### src/rtl/mem_pkg.sv
// Shared types for the memory read/write arbiter: FSM states, access
// direction constants and a small round-robin pointer helper.
package mem_pkg;

  typedef enum logic [2:0] {
    ST_IDLE   = 3'd0,
    ST_SETUP  = 3'd1,
    ST_ACCESS = 3'd2,
    ST_DONE   = 3'd3,
    ST_TURN   = 3'd4
  } state_e;

  localparam logic RD = 1'b0;
  localparam logic WR = 1'b1;

  // Next round-robin position after idx, wrapping at n.
  function automatic int wrap_inc(input int idx, input int n);
    return ((idx + 32'sd1) >= n) ? 32'sd0 : (idx + 32'sd1);
  endfunction

endpackage

### src/rtl/mem_rw_arbiter_if.sv
// Request/response and SRAM-port bundle for mem_rw_arbiter.
// slave  : the arbiter side; master : requesters plus memory model side.
interface mem_rw_arbiter_if #(
  parameter int NUM_CH = 2,
  parameter int ADDR_W = 32,
  parameter int DATA_W = 32
);
  logic [NUM_CH-1:0]        req_valid;
  logic [NUM_CH-1:0]        req_write;
  logic [NUM_CH*ADDR_W-1:0] req_addr;
  logic [NUM_CH*DATA_W-1:0] req_wdata;
  logic [NUM_CH-1:0]        req_ready;
  logic [NUM_CH-1:0]        rsp_valid;
  logic [DATA_W-1:0]        rsp_rdata;
  logic                     mem_cs;
  logic                     mem_oe;
  logic                     mem_we;
  logic [ADDR_W-1:0]        mem_addr;
  logic [DATA_W-1:0]        mem_wdata;
  logic [DATA_W-1:0]        mem_rdata;

  modport slave (
    input  req_valid, req_write, req_addr, req_wdata, mem_rdata,
    output req_ready, rsp_valid, rsp_rdata, mem_cs, mem_oe, mem_we, mem_addr, mem_wdata
  );

  modport master (
    output req_valid, req_write, req_addr, req_wdata, mem_rdata,
    input  req_ready, rsp_valid, rsp_rdata, mem_cs, mem_oe, mem_we, mem_addr, mem_wdata
  );
endinterface

### src/rtl/rr_arbiter.sv
// Combinational round-robin picker: the first set request at or after
// i_ptr (wrapping) wins; returns one-hot grant, its index and an any flag.
module rr_arbiter #(
  parameter int NUM_CH = 2,
  parameter int IDX_W  = (NUM_CH > 1) ? $clog2(NUM_CH) : 1
) (
  input  logic [NUM_CH-1:0] i_req,
  input  logic [IDX_W-1:0]  i_ptr,
  output logic [NUM_CH-1:0] o_grant,
  output logic [IDX_W-1:0]  o_idx,
  output logic              o_any
);

  // Two passes: channels at/above the pointer first, then the wrapped ones.
  always_comb begin
    o_grant = '0;
    o_idx   = '0;
    o_any   = 1'b0;
    for (int i = 0; i < NUM_CH; i++) begin
      if (!o_any && i_req[i] && (i >= int'(i_ptr))) begin
        o_any      = 1'b1;
        o_grant[i] = 1'b1;
        o_idx      = IDX_W'(i);
      end else begin
        o_any = o_any;
      end
    end
    for (int i = 0; i < NUM_CH; i++) begin
      if (!o_any && i_req[i] && (i < int'(i_ptr))) begin
        o_any      = 1'b1;
        o_grant[i] = 1'b1;
        o_idx      = IDX_W'(i);
      end else begin
        o_any = o_any;
      end
    end
  end

endmodule

### src/rtl/mem_rw_arbiter.sv
// mem_rw_arbiter: round-robin arbitration of NUM_CH requesters onto one
// asynchronous-SRAM-style port (cs/oe/we with a setup cycle and WAIT_CYC
// strobe cycles), returning a one-cycle completion pulse per channel.
// Optional macro MEM_TURNAROUND_EN inserts one idle cycle (cs=0) before
// SETUP whenever the access direction changes from the last completed one.
module mem_rw_arbiter #(
  parameter int NUM_CH   = 2,
  parameter int ADDR_W   = 32,
  parameter int DATA_W   = 32,
  parameter int WAIT_CYC = 1
) (
  input  logic              i_clk,
  input  logic              i_reset,
  mem_rw_arbiter_if.slave   bus
);
  import mem_pkg::*;

  localparam int IDX_W = (NUM_CH > 1) ? $clog2(NUM_CH) : 1;
  localparam int CNT_W = $clog2(WAIT_CYC + 1);

  state_e              r_state;
  logic [IDX_W-1:0]    r_rr_ptr;
  logic [NUM_CH-1:0]   r_ch_oh;
  logic                r_write;
  logic [CNT_W-1:0]    r_cnt;
  logic [NUM_CH-1:0]   r_rsp_valid;
  logic [DATA_W-1:0]   r_rsp_rdata;
  logic                r_mem_cs;
  logic                r_mem_oe;
  logic                r_mem_we;
  logic [ADDR_W-1:0]   r_mem_addr;
  logic [DATA_W-1:0]   r_mem_wdata;
`ifdef MEM_TURNAROUND_EN
  logic                r_last_dir;
  logic                w_turn;
`endif

  logic [NUM_CH-1:0]   w_grant;
  logic [IDX_W-1:0]    w_idx;
  logic                w_any;
  logic                w_sel_write;
  logic [ADDR_W-1:0]   w_sel_addr;
  logic [DATA_W-1:0]   w_sel_wdata;

  rr_arbiter #(.NUM_CH(NUM_CH), .IDX_W(IDX_W)) u_rr (
    .i_req   (bus.req_valid),
    .i_ptr   (r_rr_ptr),
    .o_grant (w_grant),
    .o_idx   (w_idx),
    .o_any   (w_any)
  );

  // One-hot mux of the winning channel's request fields.
  always_comb begin
    w_sel_write = 1'b0;
    w_sel_addr  = '0;
    w_sel_wdata = '0;
    for (int i = 0; i < NUM_CH; i++) begin
      w_sel_write = w_sel_write | (w_grant[i] & bus.req_write[i]);
      w_sel_addr  = w_sel_addr  | ({ADDR_W{w_grant[i]}} & bus.req_addr[i*ADDR_W +: ADDR_W]);
      w_sel_wdata = w_sel_wdata | ({DATA_W{w_grant[i]}} & bus.req_wdata[i*DATA_W +: DATA_W]);
    end
  end

`ifdef MEM_TURNAROUND_EN
  assign w_turn = (w_sel_write != r_last_dir);
`endif

  // Access sequencer: accept, setup, strobe wait states, completion pulse.
  always_ff @(posedge i_clk or posedge i_reset) begin
    if (i_reset) begin
      r_state     <= ST_IDLE;
      r_rr_ptr    <= '0;
      r_ch_oh     <= '0;
      r_write     <= RD;
      r_cnt       <= '0;
      r_rsp_valid <= '0;
      r_rsp_rdata <= '0;
      r_mem_cs    <= 1'b0;
      r_mem_oe    <= 1'b0;
      r_mem_we    <= 1'b0;
      r_mem_addr  <= '0;
      r_mem_wdata <= '0;
`ifdef MEM_TURNAROUND_EN
      r_last_dir  <= RD;
`endif
    end else begin
      r_rsp_valid <= '0;
      case (r_state)
        ST_IDLE: begin
          if (w_any) begin
            r_ch_oh     <= w_grant;
            r_write     <= w_sel_write;
            r_mem_addr  <= w_sel_addr;
            r_mem_wdata <= w_sel_wdata;
            r_rr_ptr    <= IDX_W'(wrap_inc(int'(w_idx), NUM_CH));
`ifdef MEM_TURNAROUND_EN
            if (w_turn) begin
              r_state  <= ST_TURN;
              r_mem_cs <= 1'b0;
            end else begin
              r_state  <= ST_SETUP;
              r_mem_cs <= 1'b1;
            end
`else
            r_state  <= ST_SETUP;
            r_mem_cs <= 1'b1;
`endif
          end else begin
            r_state <= ST_IDLE;
          end
        end
`ifdef MEM_TURNAROUND_EN
        ST_TURN: begin
          r_state  <= ST_SETUP;
          r_mem_cs <= 1'b1;
        end
`endif
        ST_SETUP: begin
          r_state  <= ST_ACCESS;
          r_mem_oe <= ~r_write;
          r_mem_we <= r_write;
          r_cnt    <= CNT_W'(WAIT_CYC);
        end
        ST_ACCESS: begin
          if (r_cnt == CNT_W'(1)) begin
            r_state     <= ST_DONE;
            r_mem_cs    <= 1'b0;
            r_mem_oe    <= 1'b0;
            r_mem_we    <= 1'b0;
            r_rsp_valid <= r_ch_oh;
            if (r_write == RD) begin
              r_rsp_rdata <= bus.mem_rdata;
            end else begin
              r_rsp_rdata <= r_rsp_rdata;
            end
`ifdef MEM_TURNAROUND_EN
            r_last_dir  <= r_write;
`endif
          end else begin
            r_cnt <= r_cnt - CNT_W'(1);
          end
        end
        ST_DONE: begin
          r_state <= ST_IDLE;
        end
        default: begin
          r_state  <= ST_IDLE;
          r_mem_cs <= 1'b0;
          r_mem_oe <= 1'b0;
          r_mem_we <= 1'b0;
        end
      endcase
    end
  end

  // Accept pulse is only offered while idle and out of reset.
  assign bus.req_ready = ((r_state == ST_IDLE) && !i_reset) ? w_grant : '0;
  assign bus.rsp_valid = r_rsp_valid;
  assign bus.rsp_rdata = r_rsp_rdata;
  assign bus.mem_cs    = r_mem_cs;
  // Strobes are qualified by chip select so the memory model sees cs&oe / cs&we.
  assign bus.mem_oe    = r_mem_cs & r_mem_oe;
  assign bus.mem_we    = r_mem_cs & r_mem_we;
  assign bus.mem_addr  = r_mem_addr;
  assign bus.mem_wdata = r_mem_wdata;

endmodule

### src/flat_wrapper.sv
// flat-port wrapper written by rule: the top's interface ports become plain ports
module mem_rw_arbiter_flat import mem_pkg::*;
#(
  parameter int NUM_CH   = 2,
  parameter int ADDR_W   = 32,
  parameter int DATA_W   = 32,
  parameter int WAIT_CYC = 1
)
  (i_clk, i_reset, bus_req_valid, bus_req_write, bus_req_addr, bus_req_wdata, bus_mem_rdata, bus_req_ready, bus_rsp_valid, bus_rsp_rdata, bus_mem_cs, bus_mem_oe, bus_mem_we, bus_mem_addr, bus_mem_wdata);
  mem_rw_arbiter_if #(.NUM_CH(NUM_CH), .ADDR_W(ADDR_W), .DATA_W(DATA_W)) bus_i ();
  input  logic i_clk;
  input  logic i_reset;
  input wire logic [$bits(bus_i.req_valid)-1:0] bus_req_valid;
  input wire logic [$bits(bus_i.req_write)-1:0] bus_req_write;
  input wire logic [$bits(bus_i.req_addr)-1:0] bus_req_addr;
  input wire logic [$bits(bus_i.req_wdata)-1:0] bus_req_wdata;
  input wire logic [$bits(bus_i.mem_rdata)-1:0] bus_mem_rdata;
  output wire logic [$bits(bus_i.req_ready)-1:0] bus_req_ready;
  output wire logic [$bits(bus_i.rsp_valid)-1:0] bus_rsp_valid;
  output wire logic [$bits(bus_i.rsp_rdata)-1:0] bus_rsp_rdata;
  output wire logic [$bits(bus_i.mem_cs)-1:0] bus_mem_cs;
  output wire logic [$bits(bus_i.mem_oe)-1:0] bus_mem_oe;
  output wire logic [$bits(bus_i.mem_we)-1:0] bus_mem_we;
  output wire logic [$bits(bus_i.mem_addr)-1:0] bus_mem_addr;
  output wire logic [$bits(bus_i.mem_wdata)-1:0] bus_mem_wdata;
  assign bus_i.req_valid = bus_req_valid;
  assign bus_i.req_write = bus_req_write;
  assign bus_i.req_addr = bus_req_addr;
  assign bus_i.req_wdata = bus_req_wdata;
  assign bus_i.mem_rdata = bus_mem_rdata;
  assign bus_req_ready = bus_i.req_ready;
  assign bus_rsp_valid = bus_i.rsp_valid;
  assign bus_rsp_rdata = bus_i.rsp_rdata;
  assign bus_mem_cs = bus_i.mem_cs;
  assign bus_mem_oe = bus_i.mem_oe;
  assign bus_mem_we = bus_i.mem_we;
  assign bus_mem_addr = bus_i.mem_addr;
  assign bus_mem_wdata = bus_i.mem_wdata;
  mem_rw_arbiter #(.NUM_CH(NUM_CH), .ADDR_W(ADDR_W), .DATA_W(DATA_W), .WAIT_CYC(WAIT_CYC)) u_core (.i_clk(i_clk), .i_reset(i_reset), .bus(bus_i));
endmodule
### config.mk
export PLATFORM = sky130hd
export DESIGN_NAME = mem_rw_arbiter_flat
export DESIGN_NICKNAME = d
export VERILOG_FILES = /design/src/rtl/mem_pkg.sv /design/src/rtl/mem_rw_arbiter_if.sv /design/src/rtl/rr_arbiter.sv /design/src/rtl/mem_rw_arbiter.sv /design/src/flat_wrapper.sv
export SDC_FILE = /design/constraint.sdc
export NUM_CORES = 1
export LEC_CHECK = 0
export BUFFER_PORTS_ARGS = -buffer_cell sky130_fd_sc_hd__buf_2
export CORE_ASPECT_RATIO = 1.25
export CORE_MARGIN = 1.5
export CORE_UTILIZATION = 39
export DETAILED_ROUTE_END_ITERATION = 10
export PLACE_DENSITY = 0.79
export SKIP_CTS_REPAIR_TIMING = 1
export SYNTH_ARGS = -nofsm -noshare
export SYNTH_HDL_FRONTEND = slang
export SYNTH_SLANG_ARGS = --single-unit
### constraint.sdc
create_clock -name i_clk -period 3.34 [get_ports i_clk]
set_input_delay 0.334 -clock i_clk [delete_from_list [all_inputs] [get_ports i_clk]]
set_output_delay 0.334 -clock i_clk [all_outputs]
set_load 0.02 [all_outputs]
; ---- Word-level counts from Yosys, hierarchy flattened
; Index checks and enable logic that the tools add are counted.
[op_classes]
reduce_logical = 16
n_lt_le_gt_ge = 3
add_sub_neg = 2
n_bitwise = 14
mux = 20
n_eq_ne = 5
[ops]
columns = operator, n
row1 = 32-bit AND, 4
row2 = 32-bit bitwise OR, 2
row3 = 1-bit two-way mux, 11
row4 = 1-bit case mux with 3 select lines, 3
row5 = 3-bit case mux with 3 select lines, 1
row6 = "3-bit by 2-bit equality test with 1-bit output, second input constant", 2
row7 = 2-bit two-way mux, 3
row8 = 3-bit AND reduction, 2
row9 = 1-bit logical AND, 5
row10 = 1-bit AND, 4
row11 = 2-bit AND reduction, 2
row12 = 2-bit OR reduction, 2
row13 = "3-bit by 1-bit equality test with 1-bit output, second input constant", 1
row14 = 1-bit zero test, 3
row15 = 3-bit zero test, 1
row16 = 3-bit two-way mux, 1
row17 = 1-bit inverter, 3
row18 = "1-bit by 1-bit adder with 2-bit output, second input constant", 1
row19 = "2-bit >= comparator, second input constant", 1
row20 = "2-bit by 1-bit inequality test with 1-bit output, second input constant", 1
row21 = "2-bit inequality test, second input constant", 1
row22 = 1-bit case mux with 2 select lines, 1
row23 = 2-bit nonzero test, 1
row24 = "1-bit >= comparator, first input constant", 1
row25 = 3 further kinds, 3
[word_totals]
out_inout_bits = 103
inputBits = 166
word_cells = 72
register_bits = 109

; ---- Longest topological paths before layout
[depth]
ltp_word = 13
ltp_mapped = 7
mapped_depth_nobuf = 5

; ---- Hierarchy
; Synthesis repeated with hierarchy kept, for this count alone.
[unflattened]
hier_cells = 412
hier_area_um2 = 4603.2
[modules_own_cells]
columns = module, cells_per_inst, instances, seq_area_each_um2, area_per_inst_um2
row1 = mem_rw_arbiter, 407, 1, 2702.6, 4570.6
row2 = rr_arbiter, 5, 1, 0.0, 32.5

; ---- Worst setup path after synthesis
; No wires, ideal clock.
[synth_timing]
kind = input port to output port
start = input i_reset
end = output bus_req_ready[0]
path_buffers = 0
cell_stages = 2
required_time_ns = 3.006
setup_slack_ns = -0.042
arrival_ns = 3.048
cell_sequence = inv_1 -> and2_1
[synth_via]
elab_chain_len = 3
[synth_rtl]
columns = element, line
row1 = start: declaration, flat_wrapper.sv:12  ; input logic i_reset;
row2 = 1-bit zero test (no line), --
row3 = 1-bit logical AND, mem_rw_arbiter.sv:158  ; assign bus.req_ready = ((r_state == ST_IDLE) && !i_reset) ? w_grant : '0;
row4 = 2-bit two-way mux, mem_rw_arbiter.sv:158
row5 = end: declaration, flat_wrapper.sv:18  ; output wire logic [$bits(bus_i.req_ready)-1:0] bus_req_ready;
; No other way between the ends.

; ---- Worst setup path in the final report
[layout_timing]
start = register u_core.r_state[0]
end = output bus_req_ready[1]
[layout_via]
elab_chain_len = 3
[layout_rtl]
columns = element, line
row1 = start: declaration, mem_rw_arbiter.sv:21  ; state_e r_state;
row2 = start signal: assignment, mem_rw_arbiter.sv:72  ; r_state <= ST_IDLE;
row3 = start signal: assignment, mem_rw_arbiter.sv:106  ; r_state <= ST_SETUP;
row4 = start signal: assignment, mem_rw_arbiter.sv:110  ; r_state <= ST_IDLE;
row5 = 3-bit zero test, mem_rw_arbiter.sv:158
row6 = 1-bit logical AND, mem_rw_arbiter.sv:158
row7 = 2-bit two-way mux, mem_rw_arbiter.sv:158
; No other way between the ends.

==> impl_metrics.csv <==
group,metric,value,unit
yosys,synth_cell_types,24,
critical_path,crit_type,"reg -> out",
critical_path,crit_fanout,31,
yosys,yosys_warnings,0,
timing,finalSetupTns,0,ps
detailed_routing,route.final.wire_length,11980,µm
timing,setup_viol_count_final,0,
critical_path,cp.required,3010,ps
yosys,synthTopCellsByArea,"dfrtp_1 (60%), a221o_1 (14%), mux2_2 (8.0%)",
hold_path,hold_class,"in -> async",
cells_and_area,num-fill-cells,951,
pwr,vdd_drop_max,0.3630,mV
pwr,p_leak,0.003232,µW
yosys,synth_top_area_share,59.98,%
floorplan,pin_count,269,
detailed_routing,drtAntennaViolNets,0,
placed_design,placed_cell_area,5962,µm²
placed_design,port_buffers,268,
timing,slew-limit-headroom,37.51,%
detailed_routing,first_iter_violations,153,
critical_path,critPathCapture,"bus_req_ready[1]",
cells_and_area,seqCellArea,2703,µm²
yosys,ys_ff_latch,108,
floorplan,die_w,99.14,µm
clocking,clkSlewWorstSetupHoldPaths,70,ps
cells_and_area,nNetsFinal,765,
timing,worstMarginPinSlew,933.8,ps
yosys,seq_area_frac_synth,59.98,%
floorplan,die-area,12210,µm²
clocking,cts_tree,"yes",
timing,layout_worst_path_cycle_share,79.66,%
cells_and_area,area_delta_synth_final,39.68,%
clocking,root_buffer,"clkbuf_16",
critical_path,r2r_end,"u_core.bus.mem_addr[7]$_DFFE_PP0P_",
grt,antenna_found_initial,0,
detailed_routing,avgRoutedWirePerCell,16.30,µm
floorplan,die_h,123.2,µm
yosys,syn_area_per_cell,13.49,µm²
detailed_routing,dr_total_vias,3793,
critical_path,reg2reg_slack,890,ps
floorplan,start_util,40.26,%
critical_path,cp-start-kind,"flop",
clocking,clock_latency,340,ps
clocking,cts_buffers,9,
cells_and_area,drive_above_1_share,54.50,%
cells_and_area,final_cell_mix,"buf_2 (268), dfrtp_1 (108), a221o_1 (65), and2_1 (37)",
timing,max_freq,375.8,MHz
placed_design,place_congestion,0.7537,
grt,grt_pass1_vias,3693,
timing,final.setup_skew,9.305,ps
grt,grt_overflow,0,
yosys,syn_nets,504,
clocking,cts_buffer_depth,2,
timing,maxSlewViolCount,0,
yosys,yosysTopAreaCell,"dfrtp_1",
critical_path,reg2reg_depth,6,
cells_and_area,final_common_cell,"buf_2",
critical_path,reg2reg_from,"u_core.r_state[0]$_DFFE_PP0P_",
timing,rsz0062_at_grt,"false",
flow_run,max_cap_violations,0,
grt,grt_max_degree,77,
timing,hold_violations,0,
cells_and_area,multiInputGateArea,1682,µm²
run_status,status,"finished clean",
cells_and_area,fin_area,6294,µm²
critical_path,crit_start,"u_core.r_state[0]$_DFFE_PP0P_",
pwr,power_density,1036,nW/µm²
placed_design,dp_hpwl,8694,µm
detailed_routing,drc,0,
yosys,syn_area,4506,µm²
grt,grt_pass1_wl,18170,µm
critical_path,crit_arrival,2330,ps
timing,period_needed,2661,ps
critical_path,crit_path_end_kind,"output port",
floorplan,num_rows,43,
clocking,cts_sinks,108,
detailed_routing,vias_per_cell,5.161,
grt,grt_usage,19.04,%
floorplan,coreArea,11190,µm²
detailed_routing,drtPass1Iterations,4,
yosys,netlist_instances,334,
clocking,h-tree-depth,3,
cells_and_area,num_antenna_cells,0,
[kinds of logic (layout without fill, tap and decap cells)]
family,Yosys count,in the layout,share of synthesized area (%)
flip-flops,108,108,59.98
buffers and inverters,29,295,3.194
multiplexers,32,32,7.998
adder cells (fa/ha/maj),4,4,1.111
AND/OR/NAND/NOR,81,81,11.00
AO/OA/AOI/OAI,80,80,16.72
[registers in the layout, summed over array words and instances (netlist names)]
name and cells:
u_core.r_mem_we 1, u_core.bus.mem_wdata 32, u_core.bus.mem_cs 1, u_core.bus.rsp_rdata 32, u_core.r_write 1, u_core.r_mem_oe 1, u_core.r_cnt 1, u_core.bus.mem_addr 32
u_core.bus.rsp_valid 2, u_core.r_rr_ptr 1, u_core.r_ch_oh 2, u_core.r_state 2
[per-stage QoR]
stage / hold WS (ps) / util [%] / total power (µW) / worst slack (ps) / cells
final: 170.8 / 56.24 / 6518 / 679.2 / 735
after global routing: 207.0 / 56.24 / 6917 / 557.4 / 735
after CTS: 173.8 / 56.24 / 6589 / 658.8 / 735
after detailed placement: 477.3 / 53.28 / 5383 / 909.3 / 719
after global placement: 462.4 / 53.28 / 5292 / 1020 / 719
after floorplan: 441.0 / - / 4367 / 633.8 / 334
[synth_stat cells]
master,n
and2_1,37
o21ai_2,1
a2bb2oi_1,1
a21oi_2,2
dfrtp_1,108
inv_1,5
a21oi_1,1
nand2_1,4
a21o_1,2
nand2b_1,2
mux2_2,32
a221o_1,65
buf_2,10
nand3b_1,1
o41ai_1,2
nor2b_1,1
or2_2,1
o21ai_0,6
and3_1,2
buf_4,6
and2_0,32
nor2_1,1
ha_1,4
clkbuf_1,8
[worst min path at each step]
stage / end / depth (start not counted) / startpoint
after detailed placement: u_core.r_ch_oh[0]$_DFFE_PP0P_ / 1 / u_core.r_ch_oh[0]$_DFFE_PP0P_
after CTS: u_core.bus.mem_wdata[3]$_DFFE_PP0P_ / 3 / i_reset
final: u_core.bus.mem_addr[26]$_DFFE_PP0P_ / 3 / i_reset
after global placement: u_core.r_ch_oh[1]$_DFFE_PP0P_ / 1 / u_core.r_ch_oh[1]$_DFFE_PP0P_
after floorplan: u_core.r_ch_oh[1]$_DFFE_PP0P_ / 1 / u_core.r_ch_oh[1]$_DFFE_PP0P_
after global routing: u_core.bus.mem_addr[22]$_DFFE_PP0P_ / 2 / bus_req_addr[54]
[layout make-up]
type,instances,share of cell area (%)
Clock buffer,9,3.579
Sequential cell,108,42.94
Tap cell,135,2.684
Multi-Input combinational cell,197,26.72
Timing Repair Buffer,274,22.03
Clock inverter,7,1.690
Inverter,5,0.3579
[where the power goes]
part | switching, µW | internal, µW | leakage (µW)
clock network | 498 | 672 | 0.000161
logic | 1740 | 1340 | 0.00176
registers | 323 | 1950 | 0.00131
total | 2560 | 3960 | 0.00323
[layer usage]
metal	up-vias	part of all wire, %	track usage [%]
li1	1758	-	-
met1	1832	41	23.66
met2	185	50	32.59
met3	18	7.1	4.409
met4	0	1.5	7.042
met5	-	0	0
[worst max-delay path, stage by stage (launching register included)]
cell	delay, ps
dfrtp_1	410
inv_1	120
ha_1	290
nand2_1	130
a21oi_4	630
and2_1	230
buf_2	160
No activity file was read; power rests on OpenSTA's default activity.
